`src/rtl/tnn_pkg.sv`:
```
// Shared types and default widths for the ternary-neuron accumulator slice.
package tnn_pkg;

  localparam int unsigned CNT_W_DEFAULT   = 5;
  localparam int unsigned ACC_W_DEFAULT   = 10;
  localparam int unsigned CHUNK_W_DEFAULT = 5;

  typedef enum logic [1:0] {
    ACT_ZERO = 2'b00,
    ACT_POS  = 2'b01,
    ACT_NEG  = 2'b11
  } act_t;

  typedef enum logic [1:0] {
    S_IDLE,
    S_ACC,
    S_OUT
  } state_t;

endpackage

```
`src/rtl/tnn_ternary_neuron_acc_if.sv`:
```
// Chunk-in / result-out handshake bundle for the ternary-neuron accumulator.
interface tnn_ternary_neuron_acc_if
  import tnn_pkg::*;
#(
  parameter int unsigned CNT_W   = CNT_W_DEFAULT,
  parameter int unsigned ACC_W   = ACC_W_DEFAULT,
  parameter int unsigned CHUNK_W = CHUNK_W_DEFAULT
) ();

  logic                      in_valid;
  logic                      in_ready;
  logic        [CNT_W-1:0]   in_pos;
  logic        [CNT_W-1:0]   in_neg;
  logic                      in_last;
  logic signed [ACC_W-1:0]   thr_hi;
  logic signed [ACC_W-1:0]   thr_lo;
  logic                      out_valid;
  logic                      out_ready;
  act_t                      out_act;
  logic signed [ACC_W-1:0]   out_sum;
  logic        [CHUNK_W-1:0] out_chunks;
  logic                      out_ovf;

  modport master (
    output in_valid, in_pos, in_neg, in_last, thr_hi, thr_lo, out_ready,
    input  in_ready, out_valid, out_act, out_sum, out_chunks, out_ovf
  );

  modport slave (
    input  in_valid, in_pos, in_neg, in_last, thr_hi, thr_lo, out_ready,
    output in_ready, out_valid, out_act, out_sum, out_chunks, out_ovf
  );

endinterface

```
`src/rtl/tnn_ternary_cmp.sv`:
```
// Signed two-threshold comparator mapping a neuron sum to a ternary activation.
module tnn_ternary_cmp
  import tnn_pkg::*;
#(
  parameter int unsigned ACC_W = ACC_W_DEFAULT
) (
  input  logic [ACC_W-1:0] sum,
  input  logic [ACC_W-1:0] thr_hi,
  input  logic [ACC_W-1:0] thr_lo,
  output act_t             act
);

  // Upper threshold is tested first so an inverted band resolves to +1.
  always_comb begin
    act = ACT_ZERO;
    if ($signed(sum) >= $signed(thr_hi)) begin
      act = ACT_POS;
    end else if ($signed(sum) <= $signed(thr_lo)) begin
      act = ACT_NEG;
    end
  end

endmodule

```
`src/rtl/tnn_ternary_neuron_acc.sv`:
```
// Accumulates per-chunk (pos - neg) popcounts and emits a thresholded ternary activation.
// Define TNN_ACC_SAT_EN for a saturating accumulator; default build wraps.
module tnn_ternary_neuron_acc
  import tnn_pkg::*;
#(
  parameter int unsigned CNT_W   = CNT_W_DEFAULT,
  parameter int unsigned ACC_W   = ACC_W_DEFAULT,
  parameter int unsigned CHUNK_W = CHUNK_W_DEFAULT
) (
  input logic                     clk,
  input logic                     rst,
  tnn_ternary_neuron_acc_if.slave bus
);

  state_t               state_q;
  logic [ACC_W-1:0]     acc_q;
  logic [CHUNK_W-1:0]   cnt_q;
  logic                 ovf_q;
  logic                 in_ready_q;
  logic                 out_valid_q;
  act_t                 out_act_q;
  logic [ACC_W-1:0]     out_sum_q;
  logic [CHUNK_W-1:0]   out_chunks_q;
  logic                 out_ovf_q;

  logic [CNT_W:0]       diff;
  logic [ACC_W-1:0]     delta;
  logic [ACC_W-1:0]     acc_in;
  logic [ACC_W:0]       sum_wide;
  logic [ACC_W-1:0]     sum_next;
  logic                 add_ovf;
  logic                 accept;
  logic                 cnt_wrap;
  act_t                 act_next;

`ifdef TNN_ACC_SAT_EN
  localparam logic [ACC_W-1:0] SumMax = {1'b0, {(ACC_W-1){1'b1}}};
  localparam logic [ACC_W-1:0] SumMin = {1'b1, {(ACC_W-1){1'b0}}};
`endif

  // One guard bit exposes signed overflow as a mismatch of the top two bits.
  always_comb begin
    diff     = {1'b0, bus.in_pos} - {1'b0, bus.in_neg};
    delta    = {{(ACC_W-CNT_W-1){diff[CNT_W]}}, diff};
    acc_in   = (state_q == S_IDLE) ? '0 : acc_q;
    sum_wide = {acc_in[ACC_W-1], acc_in} + {delta[ACC_W-1], delta};
    add_ovf  = sum_wide[ACC_W] ^ sum_wide[ACC_W-1];
`ifdef TNN_ACC_SAT_EN
    if (add_ovf) begin
      sum_next = sum_wide[ACC_W] ? SumMin : SumMax;
    end else begin
      sum_next = sum_wide[ACC_W-1:0];
    end
`else
    sum_next = sum_wide[ACC_W-1:0];
`endif
    accept   = bus.in_valid & in_ready_q;
    cnt_wrap = ~bus.in_last & (cnt_q == '1);
  end

  tnn_ternary_cmp #(
    .ACC_W (ACC_W)
  ) u_cmp (
    .sum    (sum_next),
    .thr_hi (bus.thr_hi),
    .thr_lo (bus.thr_lo),
    .act    (act_next)
  );

  always_ff @(posedge clk) begin
    if (rst) begin
      state_q      <= S_IDLE;
      acc_q        <= '0;
      cnt_q        <= '0;
      ovf_q        <= 1'b0;
      in_ready_q   <= 1'b1;
      out_valid_q  <= 1'b0;
      out_act_q    <= ACT_ZERO;
      out_sum_q    <= '0;
      out_chunks_q <= '0;
      out_ovf_q    <= 1'b0;
    end else begin
      unique case (state_q)
        S_IDLE, S_ACC: begin
          if (accept) begin
            if (bus.in_last) begin
              out_sum_q    <= sum_next;
              out_act_q    <= act_next;
              out_chunks_q <= cnt_q;
              out_ovf_q    <= ovf_q | add_ovf;
              out_valid_q  <= 1'b1;
              in_ready_q   <= 1'b0;
              state_q      <= S_OUT;
            end else begin
              acc_q   <= sum_next;
              cnt_q   <= cnt_q + CHUNK_W'(1);
              ovf_q   <= ovf_q | add_ovf | cnt_wrap;
              state_q <= S_ACC;
            end
          end
        end
        S_OUT: begin
          if (bus.out_ready) begin
            out_valid_q <= 1'b0;
            in_ready_q  <= 1'b1;
            acc_q       <= '0;
            cnt_q       <= '0;
            ovf_q       <= 1'b0;
            state_q     <= S_IDLE;
          end
        end
        default: state_q <= S_IDLE;
      endcase
    end
  end

  assign bus.in_ready   = in_ready_q;
  assign bus.out_valid  = out_valid_q;
  assign bus.out_act    = out_act_q;
  assign bus.out_sum    = out_sum_q;
  assign bus.out_chunks = out_chunks_q;
  assign bus.out_ovf    = out_ovf_q;

endmodule

```
`src/flat_wrapper.sv`:
```
// flat-port wrapper written by rule: the top's interface ports become plain ports
module tnn_ternary_neuron_acc_flat import tnn_pkg::*;
#(
  parameter int unsigned CNT_W   = CNT_W_DEFAULT,
  parameter int unsigned ACC_W   = ACC_W_DEFAULT,
  parameter int unsigned CHUNK_W = CHUNK_W_DEFAULT
)
  (clk, rst, bus_in_valid, bus_in_pos, bus_in_neg, bus_in_last, bus_thr_hi, bus_thr_lo, bus_out_ready, bus_in_ready, bus_out_valid, bus_out_act, bus_out_sum, bus_out_chunks, bus_out_ovf);
  tnn_ternary_neuron_acc_if #(.CNT_W(CNT_W), .ACC_W(ACC_W), .CHUNK_W(CHUNK_W)) bus_i ();
  input logic clk;
  input logic rst;
  input wire logic [$bits(bus_i.in_valid)-1:0] bus_in_valid;
  input wire logic [$bits(bus_i.in_pos)-1:0] bus_in_pos;
  input wire logic [$bits(bus_i.in_neg)-1:0] bus_in_neg;
  input wire logic [$bits(bus_i.in_last)-1:0] bus_in_last;
  input wire logic [$bits(bus_i.thr_hi)-1:0] bus_thr_hi;
  input wire logic [$bits(bus_i.thr_lo)-1:0] bus_thr_lo;
  input wire logic [$bits(bus_i.out_ready)-1:0] bus_out_ready;
  output wire logic [$bits(bus_i.in_ready)-1:0] bus_in_ready;
  output wire logic [$bits(bus_i.out_valid)-1:0] bus_out_valid;
  output wire logic [$bits(bus_i.out_act)-1:0] bus_out_act;
  output wire logic [$bits(bus_i.out_sum)-1:0] bus_out_sum;
  output wire logic [$bits(bus_i.out_chunks)-1:0] bus_out_chunks;
  output wire logic [$bits(bus_i.out_ovf)-1:0] bus_out_ovf;
  assign bus_i.in_valid = bus_in_valid;
  assign bus_i.in_pos = bus_in_pos;
  assign bus_i.in_neg = bus_in_neg;
  assign bus_i.in_last = bus_in_last;
  assign bus_i.thr_hi = bus_thr_hi;
  assign bus_i.thr_lo = bus_thr_lo;
  assign bus_i.out_ready = bus_out_ready;
  assign bus_in_ready = bus_i.in_ready;
  assign bus_out_valid = bus_i.out_valid;
  assign bus_out_act = bus_i.out_act;
  assign bus_out_sum = bus_i.out_sum;
  assign bus_out_chunks = bus_i.out_chunks;
  assign bus_out_ovf = bus_i.out_ovf;
  tnn_ternary_neuron_acc #(.CNT_W(CNT_W), .ACC_W(ACC_W), .CHUNK_W(CHUNK_W)) u_core (.clk(clk), .rst(rst), .bus(bus_i));
endmodule
```
`config.mk`:
```
export PLATFORM = sky130hd
export DESIGN_NAME = tnn_ternary_neuron_acc_flat
export DESIGN_NICKNAME = d
export VERILOG_FILES = /design/src/rtl/tnn_pkg.sv /design/src/rtl/tnn_ternary_neuron_acc_if.sv /design/src/rtl/tnn_ternary_cmp.sv /design/src/rtl/tnn_ternary_neuron_acc.sv /design/src/flat_wrapper.sv
export SDC_FILE = /design/constraint.sdc
export NUM_CORES = 1
export LEC_CHECK = 0
export ABC_AREA = 0
export CORE_MARGIN = 1.5
export CORE_UTILIZATION = 42
export CTS_BUF_LIST = sky130_fd_sc_hd__clkbuf_8
export DETAILED_ROUTE_END_ITERATION = 6
export PLACE_DENSITY = 0.71
export SYNTH_ARGS = -nofsm -noshare
export SYNTH_HDL_FRONTEND = slang
export SYNTH_HIERARCHICAL = 1
export SYNTH_SLANG_ARGS = --single-unit
export TNS_END_PERCENT = 1
```
`constraint.sdc`:
```
create_clock -name clk -period 13.45 [get_ports clk]
set_input_delay 2.69 -clock clk [delete_from_list [all_inputs] [get_ports clk]]
set_output_delay 2.69 -clock clk [all_outputs]
set_load 0.01 [all_outputs]
```
# After elaboration in Yosys (flattened, before gate mapping)
# Cells that the tools add are included.
# op_classes
addsub	3
order_cmp	2
eq_ne	7
n_mux	26
n_bitwise	6
reduce_logical	7
# ops
operator	n
$mux 10	4
$pmux 10 s2	1
$mux 5	3
$add 10x6->11	1
$ge 10x10->1	1
$le 10x10->1	1
$mux 2	5
$pmux 5 s2	1
$mux 1	8
$reduce_and 4->1	2
$ne 2x2->1 const B	3
$pmux 1 s2	3
$sub 5x5->6	1
$add 5x1->5 const B	1
$eq 5x5->1 const B	1
$pmux 2 s2	1
$reduce_and 3->1	1
$and 1x1->1	2
$eq 2x1->1 const B	1
$eq 2x2->1 const B	1
$logic_not 2->1	1
$ne 2x1->1 const B	1
$or 1x1->1	2
$reduce_and 2->1	1
4 further kinds	4
# word_totals
ff_bits	38
inputBits	35
wordCells	61

# Depth between registers and ports, before layout
# Gate-level depths: netlist of run 1.
# logic_depth
ltp_word	9
depth_mapped	22

# Cells and area by module
# Netlist of run 1, hierarchy kept.
# modules_own_cells
module	n_inst	cells_per_inst	area_each_um2	seq_area_each_um2
tnn_ternary_neuron_acc	1	251	2064.5	760.7
tnn_ternary_cmp	1	71	533.0	0.0

# Worst setup path after synthesis of run 1
# Ideal clock, no wire load.
# synth_timing
kind	in2reg
startpoint	in bus_in_pos[0]
endpoint	reg u_core.out_act_q[1], in the netlist u_core/bus.out_act[1]
setup_time_ps	70
t_arrival_ps	6302
required_time_ps	13380
path_slack_ps	7077
path_stages	20
n_path_buf	0
cell_sequence	inv_1 ha_1 inv_1 fa_1 a21o_1 a21oi_1 xnor2_1 ha_1 a21o_1 a311oi_2 o21a_1 xnor2_1 ha_1 a21o_1 a2111oi_4 o21ai_1 a31oi_1 nor2b_1 nand2_1 a21oi_1
# synth_via
elab_chain_len	5
word_cells_on_any_way	6
classes_between	add/sub: 2; order compare: 2; mux: 2
# synth_rtl
element	line	text
from (decl)	flat_wrapper.sv:13	input wire logic [$bits(bus_i.in_pos)-1:0] bus_in_pos;
$sub 5x5->6 (*)	tnn_ternary_neuron_acc.sv:43	diff = {1'b0, bus.in_pos} - {1'b0, bus.in_neg};
$add 10x6->11 (*)	tnn_ternary_neuron_acc.sv:46	sum_wide = {acc_in[ACC_W-1], acc_in} + {delta[ACC_W-1], delta};
via u_core.sum_wide[7]	tnn_ternary_neuron_acc.sv:29	logic [ACC_W:0] sum_wide;
$le 10x10->1	tnn_ternary_cmp.sv:18	end else if ($signed(sum) <= $signed(thr_lo)) begin
$mux 2	tnn_ternary_cmp.sv:18	
$mux 2 (*)	tnn_ternary_cmp.sv:16	if ($signed(sum) >= $signed(thr_hi)) begin
via u_core.act_next[1]	tnn_ternary_neuron_acc.sv:34	act_t act_next;
to (signal assigned)	tnn_ternary_neuron_acc.sv:88	out_act_q <= act_next;
to (decl)	tnn_ternary_neuron_acc.sv:21	act_t out_act_q;
# The timed path passes the listed nets; every way through them passes the cells marked *.
# A chain may end at the register's enable or synchronous reset.

# Worst setup path after layout of run 1
# layout_timing
startpoint	in bus_in_neg[0]
endpoint	reg u_core.out_act_q[1], in the netlist u_core/bus.out_act[1]
# layout_via
elab_chain_len	5
word_cells_on_any_way	6
classes_between	add/sub: 2; order compare: 2; mux: 2
# layout_rtl
element	line	text
from (decl)	flat_wrapper.sv:14	input wire logic [$bits(bus_i.in_neg)-1:0] bus_in_neg;
$sub 5x5->6 (*)	tnn_ternary_neuron_acc.sv:43	
$add 10x6->11 (*)	tnn_ternary_neuron_acc.sv:46	
via u_core.sum_wide[7]	tnn_ternary_neuron_acc.sv:29	
$le 10x10->1	tnn_ternary_cmp.sv:18	
$mux 2	tnn_ternary_cmp.sv:18	
$mux 2 (*)	tnn_ternary_cmp.sv:16	
via u_core.act_next[1]	tnn_ternary_neuron_acc.sv:34	
# Marked as above.

==> results of run 1 <==
-- synthesized netlist by cell type (3+ instances only) --
| cell type | n | area (sq um) |
|---|---|---|
| nand2_1 | 46 | 172.7 |
| a21oi_1 | 39 | 195.2 |
| dfxtp_1 | 38 | 760.7 |
| ha_1 | 37 | 462.9 |
| inv_1 | 32 | 120.1 |
| nand3_1 | 14 | 70.07 |
| nor2b_1 | 14 | 87.58 |
| a21o_1 | 13 | 97.59 |
| nor2_1 | 13 | 48.80 |
| clkbuf_1 | 9 | 33.78 |
| xor2_1 | 7 | 61.31 |
| nor3_1 | 6 | 30.03 |
| xnor2_1 | 6 | 52.55 |
| a211oi_1 | 4 | 30.03 |
| a31oi_1 | 4 | 25.02 |
| nand2b_1 | 3 | 18.77 |
-- metrics by stage --
stage	instances	power, mW
global placement	442	0.2289
CTS	450	0.3472
finish	450	0.3433
floorplan	322	0.1950
global route	450	0.3650
detailed placement	442	0.2312
-- critical path, cell delays in order --
cell             delay, ns
clkdlybuf4s50_1       0.46
ha_1                  0.14
inv_1                 0.06
fa_1                  0.40
a21o_1                0.18
a21oi_1               0.17
xnor2_1               0.09
ha_1                  0.38
a21o_1                0.22
a311oi_2              0.44
o21a_1                0.30
xnor2_1               0.19
ha_1                  0.29
a21o_1                0.21
a2111oi_4             0.34
o21ai_1               0.11
a31oi_1               0.17
nor2b_1               0.15
nand2_1               0.05
a21oi_1               0.12
-- layout make-up --
| type | count | area share (%) |
|---|---|---|
| multi-input cells | 241 | 50.24 |
| flip-flops and latches | 38 | 22.70 |
| repair buffers | 56 | 16.57 |
| inverters | 32 | 3.583 |
| well taps | 75 | 2.800 |
| clock buffers | 5 | 2.053 |
| clock inverters | 3 | 2.053 |
-- per-layer routing --
metal	vias up	track usage [%]
met1	1044	23.95
met4	0	4.915
met2	53	29.09
met5	-	0
met3	4	3.333
li1	1216	-
-- power groups by stage --
stage / Combinational [mW] / Clock, mW / Sequential, mW
final: 0.106 / 0.115 / 0.122
after global routing: 0.119 / 0.122 / 0.123
after CTS: 0.107 / 0.118 / 0.122
after detailed placement: 0.106 / 0 / 0.125
after global placement: 0.104 / 0 / 0.125
after floorplan: 0.0691 / 0 / 0.126
-- flip-flops by register name, summed over array words and instances, names as in the netlist --
register / count
u_core/bus.out_act: 2
u_core/bus.out_chunks: 5
u_core/bus.in_ready: 1
u_core/state_q: 2
u_core/ovf_q: 1
u_core/acc_q: 10
u_core/cnt_q: 5
u_core/bus.out_sum: 10
u_core/bus.out_valid: 1
u_core/bus.out_ovf: 1
-- path summary, 6_finish.rpt --
check	from	end	slack, ns	cells past startpoint
setup / recovery	bus_in_neg[0]	u_core/bus.out_act[1]	6.54	20
hold / removal	u_core/bus.out_sum[1]	u_core/bus.out_sum[1]	0.46	2
setup reg to reg	u_core/state_q[1]	u_core/bus.out_act[1]	9.34	15
hold reg to reg	u_core/bus.out_sum[1]	u_core/bus.out_sum[1]	0.46	2
-- cells by family (layout without fill, tap and decap cells) --
| logic type | count (synthesis) | after routing | share of synthesized area (%) |
|---|---|---|---|
| fa+ha+maj | 39 | 39 | 19.36 |
| buf+inv | 43 | 96 | 6.262 |
| simple gates | 112 | 112 | 20.86 |
| xor+xnor | 14 | 14 | 5.010 |
| compound gates | 76 | 76 | 19.22 |
| flops | 38 | 38 | 29.29 |
-- layout by cell type, fill, tap and decap left out, types with 5 or more instances in the layout --
cell,count
dfxtp_1,38
nor2_1,13
inv_1,32
nand2_1,46
xnor2_1,6
ha_1,37
a21oi_1,39
clkdlybuf4s50_1,54
clkbuf_8,5
xor2_1,7
nand3_1,14
nor2b_1,14
a21o_1,13
==> results.yml, run 1 <==
status:
  outcome: "completed"
clocking:
  clkSinkCount: 38
  cts_tree: "yes"
  cts_buffer_depth: 2
  htreeDepth: 2
  worstSkewPairLatency_ns: 0.29
  postCtsSetupRepairBufs: 0
  cts-resized-gates: 0
  clk_pin_slew_ns: 0.08
  cts-root-buf: "clkbuf_8"
  holdBufCountCts: 0
  cts_buffers: 5
detailed_routing:
  routed_wl_microns: 5762
  drcViolationCount: 0
  vias: 2317
  avgRoutedWirePerCell_microns: 12.80
  wl_met2_microns: 2650
  route.met3.wl_microns: 321
  vias_per_cell: 5.149
  first_pass_iters: 4
  drt_iter0_drc: 133
  routed.top_layer: "met4"
  met1_length_microns: 2762
  ant_nets: 0
power_and_ir_drop:
  pwr-share-clk_pct: 33.4
  power_frac_comb_pct: 30.9
  switching_share_pct: 29.49
  power.density_nw_per_um2: 102.4
  p_switching_mw: 0.1013
  p_int_mw: 0.2421
  peakVddDrop_uv: 85.93
  p_leak_nw: 1.491
  p_seq_share_pct: 35.6
global_routing:
  grt_antenna_before_repair: 0
  grt_pass1_vias: 2094
  overflow: 0
  grt_pass1_wl_microns: 9204
  grt_max_degree: 41
  grt_usage_pct: 17.81
layout:
  post-route-util_pct: 56.28
  fin_nets: 448
  area_growth_pct: 29.05
  final_area_sq_um: 3352
  multi_input_area_sq_um: 1684
  seqCellArea_sq_um: 760.7
  drive_above_1_share_pct: 4.800
  fill_cells: 567
  diodes: 0
sta:
  holdWs_ns: 0.4557
  max-slew-margin-rel_pct: 36.54
  fmax_ghz: 0.1447
  slew_viol_final: 0
  finalHoldViolCount: 0
  rsz0062_at_grt: "false"
  tns_ns: 0
  setup_ws_ns: 6.539
  tightest_slew_ns: 0.9468
  min_period_ns: 6.911
  finalSetupViolations: 0
  fin_crit_sh_pct: 51.38
  fin_skew_ns: 0.004571
placement:
  place_ws_ns: 6.236
  dpl_cell_area_sq_um: 3214
  gp_congestion: 0.9366
  dp_hpwl_microns: 4351
  io_buffers: 54
logic_synthesis:
  yosysWarnings: 6
  synthesis.area_sq_um: 2597
  synthCells: 322
  yosysSeqAreaShare_pct: 29.29
  async_reset_ff_share_pct: 0
  synth-edff-count: 0
  synth_seq_cells: 38
  avgSynthCellArea_sq_um: 8.067
  yosysUniqueCellTypes: 41
  ys.flop_type: "dfxtp_1"
  syn_nets: 396
setup_path:
  critPathArrivalTime_ns: 7.13
  critPathKind: "input pin to register"
  worst-path-max-fanout: 5
  end_kind: "register"
  critPathLaunchType: "input pin"
  worstPathRequired_ns: 13.67
floorplan:
  die_h_microns: 81.64
  fp-row-count: 28
  coreArea_sq_um: 5956
  ioPinCount: 55
  initial_core_util_pct: 43.61
  die_area_sq_um: 6665
  die_w_microns: 81.64
run:
  cap_violations: 0
hold_path:
  hold_class: "register to register"
Note: power is estimated with default switching activity, not from simulation.
==> inputs of run 2 (changes only) <==
Settings changed: PLACE_DENSITY 0.71 to 0.73.
Clock period 13.45 ns to 6.3 ns, I/O delays scaled along.
==> run 2 against run 1 <==
Net effect:
- design area shrank 1.3%
- utilization down 0.71 points
- register-to-register slack lost 7.2 ns
- sequential cell count stayed put
- worst setup slack got worse by 5.7 ns
- first-iteration DRC count increased by 1.5%
- largest cell class unchanged
==> results.yml, run 2 (same netlist as run 1, synthesis figures left out) <==
status:
  outcome: "completed"
global_routing:
  overflow: 0
  grt_usage_pct: 18.86
  grt_pass1_wl_microns: 9784
  grt_pass1_vias: 2252
  grt_antenna_before_repair: 0
  grt_max_degree: 41
placement:
  gp_congestion: 0.9353
  dpl_cell_area_sq_um: 3214
  dp_hpwl_microns: 4488
  place_ws_ns: 0.5707
  dp_cells: 442
  io_buffers: 54
setup_path:
  crit_chain: "clkdlybuf4s50_1 -> ha_1 -> inv_1 -> fa_1 -> a21o_1 -> a21oi_1 -> xnor2_1 -> ha_1 -> a21o_1 -> a311oi_2 -> o21a_1 -> xnor2_1 -> ha_1 -> a21o_1 -> a2111oi_4 -> o21ai_1 -> a31oi_1 -> nor2b_1 -> nand2_1 -> a21oi_1"
  worstPathRequired_ns: 6.51
  crit_buf_inv: 2
  critPathLaunchType: "input pin"
  critPathKind: "input pin to register"
  r2r_slack_ns: 2.17
  worst-path-max-fanout: 5
  critPathArrivalTime_ns: 5.67
  end_kind: "register"
  critPathTopFamily: "compound AO/OA/AOI/OAI gates"
  max_stage_delay_ns: 0.45
  crit_slowest_cell: "clkdlybuf4s50_1"
power_and_ir_drop:
  peakVddDrop_uv: 146.1
  p_seq_share_pct: 39.4
  pwr-share-clk_pct: 25.9
  switching_share_pct: 32.79
  p_int_mw: 0.4472
  power_frac_comb_pct: 34.7
  total_power_mw: 0.6653
  power.density_nw_per_um2: 201.0
  p_leak_nw: 1.470
  p_switching_mw: 0.2181
detailed_routing:
  first_pass_iters: 4
  avgRoutedWirePerCell_microns: 13.25
  ant_nets: 0
  vias: 2356
  routed_wl_microns: 5962
  drcViolationCount: 0
  drt_iter0_drc: 135
  vias_per_cell: 5.236
clocking:
  cts-resized-gates: 0
  cts_tree: "yes"
  cts_buffer_depth: 2
  clk_pin_slew_ns: 0.08
  cts-root-buf: "clkbuf_8"
  clkSinkCount: 38
  postCtsSetupRepairBufs: 0
  holdBufCountCts: 0
  worstSkewPairLatency_ns: 0.29
  htreeDepth: 2
  cts_buffers: 5
layout:
  fin_nets: 448
  drive_above_1_share_pct: 4.800
  post-route-util_pct: 55.57
  stdcell_count: 450
  final_common_cell: "clkdlybuf4s50_1"
  area_growth_pct: 27.41
  final_area_sq_um: 3309
  diodes: 0
  final_cell_mix: "clkdlybuf4s50_1 (54), nand2_1 (46), a21oi_1 (39), dfxtp_1 (38), ha_1 (37)"
sta:
  setup_ws_ns: 0.8425
  finalSetupViolations: 0
  slew_viol_final: 0
  rsz0062_at_grt: "false"
  finalHoldViolCount: 0
  tightest_slew_ns: 0.9277
  fin_crit_sh_pct: 86.63
  holdWs_ns: 0.4545
  max-slew-margin-rel_pct: 37.82
  fmax_ghz: 0.1832
  tns_ns: 0
  fin_skew_ns: 0.01040
  min_period_ns: 5.457
floorplan:
  die_w_microns: 81.64
  die_area_sq_um: 6665
  die_h_microns: 81.64
  coreArea_sq_um: 5956
  initial_core_util_pct: 43.61
  fp-row-count: 28
  ioPinCount: 55
hold_path:
  hold_class: "register to register"
run:
  cap_violations: 0
[run 2: cell types whose count changed in the layout (fill, tap and decap cells not counted), sizes merged]
cell | before | now
clkbuf | 5 | 6
bufinv | 2 | 0
clkinvlp | 0 | 1
[run 2: path summary, 6_finish.rpt]
kind / start / endpoint / depth (start not counted)
hold reg to reg: u_core/bus.out_chunks[3] / u_core/bus.out_chunks[3] / 2
hold / removal: u_core/bus.out_chunks[3] / u_core/bus.out_chunks[3] / 2
setup / recovery: bus_in_neg[0] / u_core/bus.out_act[1] / 20
setup reg to reg: u_core/state_q[1] / u_core/bus.out_act[1] / 15
[run 2: power by group through the flow]
stage | clock, mW | sequential (mW) | combinational, mW
2_1_floorplan | 0 | 0.269 | 0.148
3_3_place_gp | 0 | 0.267 | 0.222
3_5_place_dp | 0 | 0.267 | 0.229
4_1_cts | 0.177 | 0.262 | 0.231
5_1_grt | 0.189 | 0.264 | 0.259
6_report | 0.173 | 0.262 | 0.231
[run 2: routing by layer]
layer / global-route usage [%] / share of wire (%) / up-vias
met4: 5.932 / 1.5 / 0
met5: 0 / 0 / -
met1: 23.73 / 47 / 1080
met2: 32.64 / 46 / 60
li1: - / - / 1208
met3: 3.333 / 5.3 / 8
[run 2: cell type report]
class	count	area, sq um
fillers	589	2646
multi-input cells	241	1684
flip-flops and latches	38	760.7
repair buffers	56	555.5
inverters	32	120.1
well taps	75	93.84
clock buffers	6	82.58
clock inverters	2	12.51
[run 2: tightest hold or removal path: stages (launching register included)]
cell     delay [ns]
dfxtp_1        0.31
nand2_1        0.05
a21oi_1        0.05
==> inputs of run 3 (changes only) <==
Settings changed: CAP_MARGIN set to 5.
==> results of run 3 <==
Final layout, timing and power as in run 2 (identical DEF).
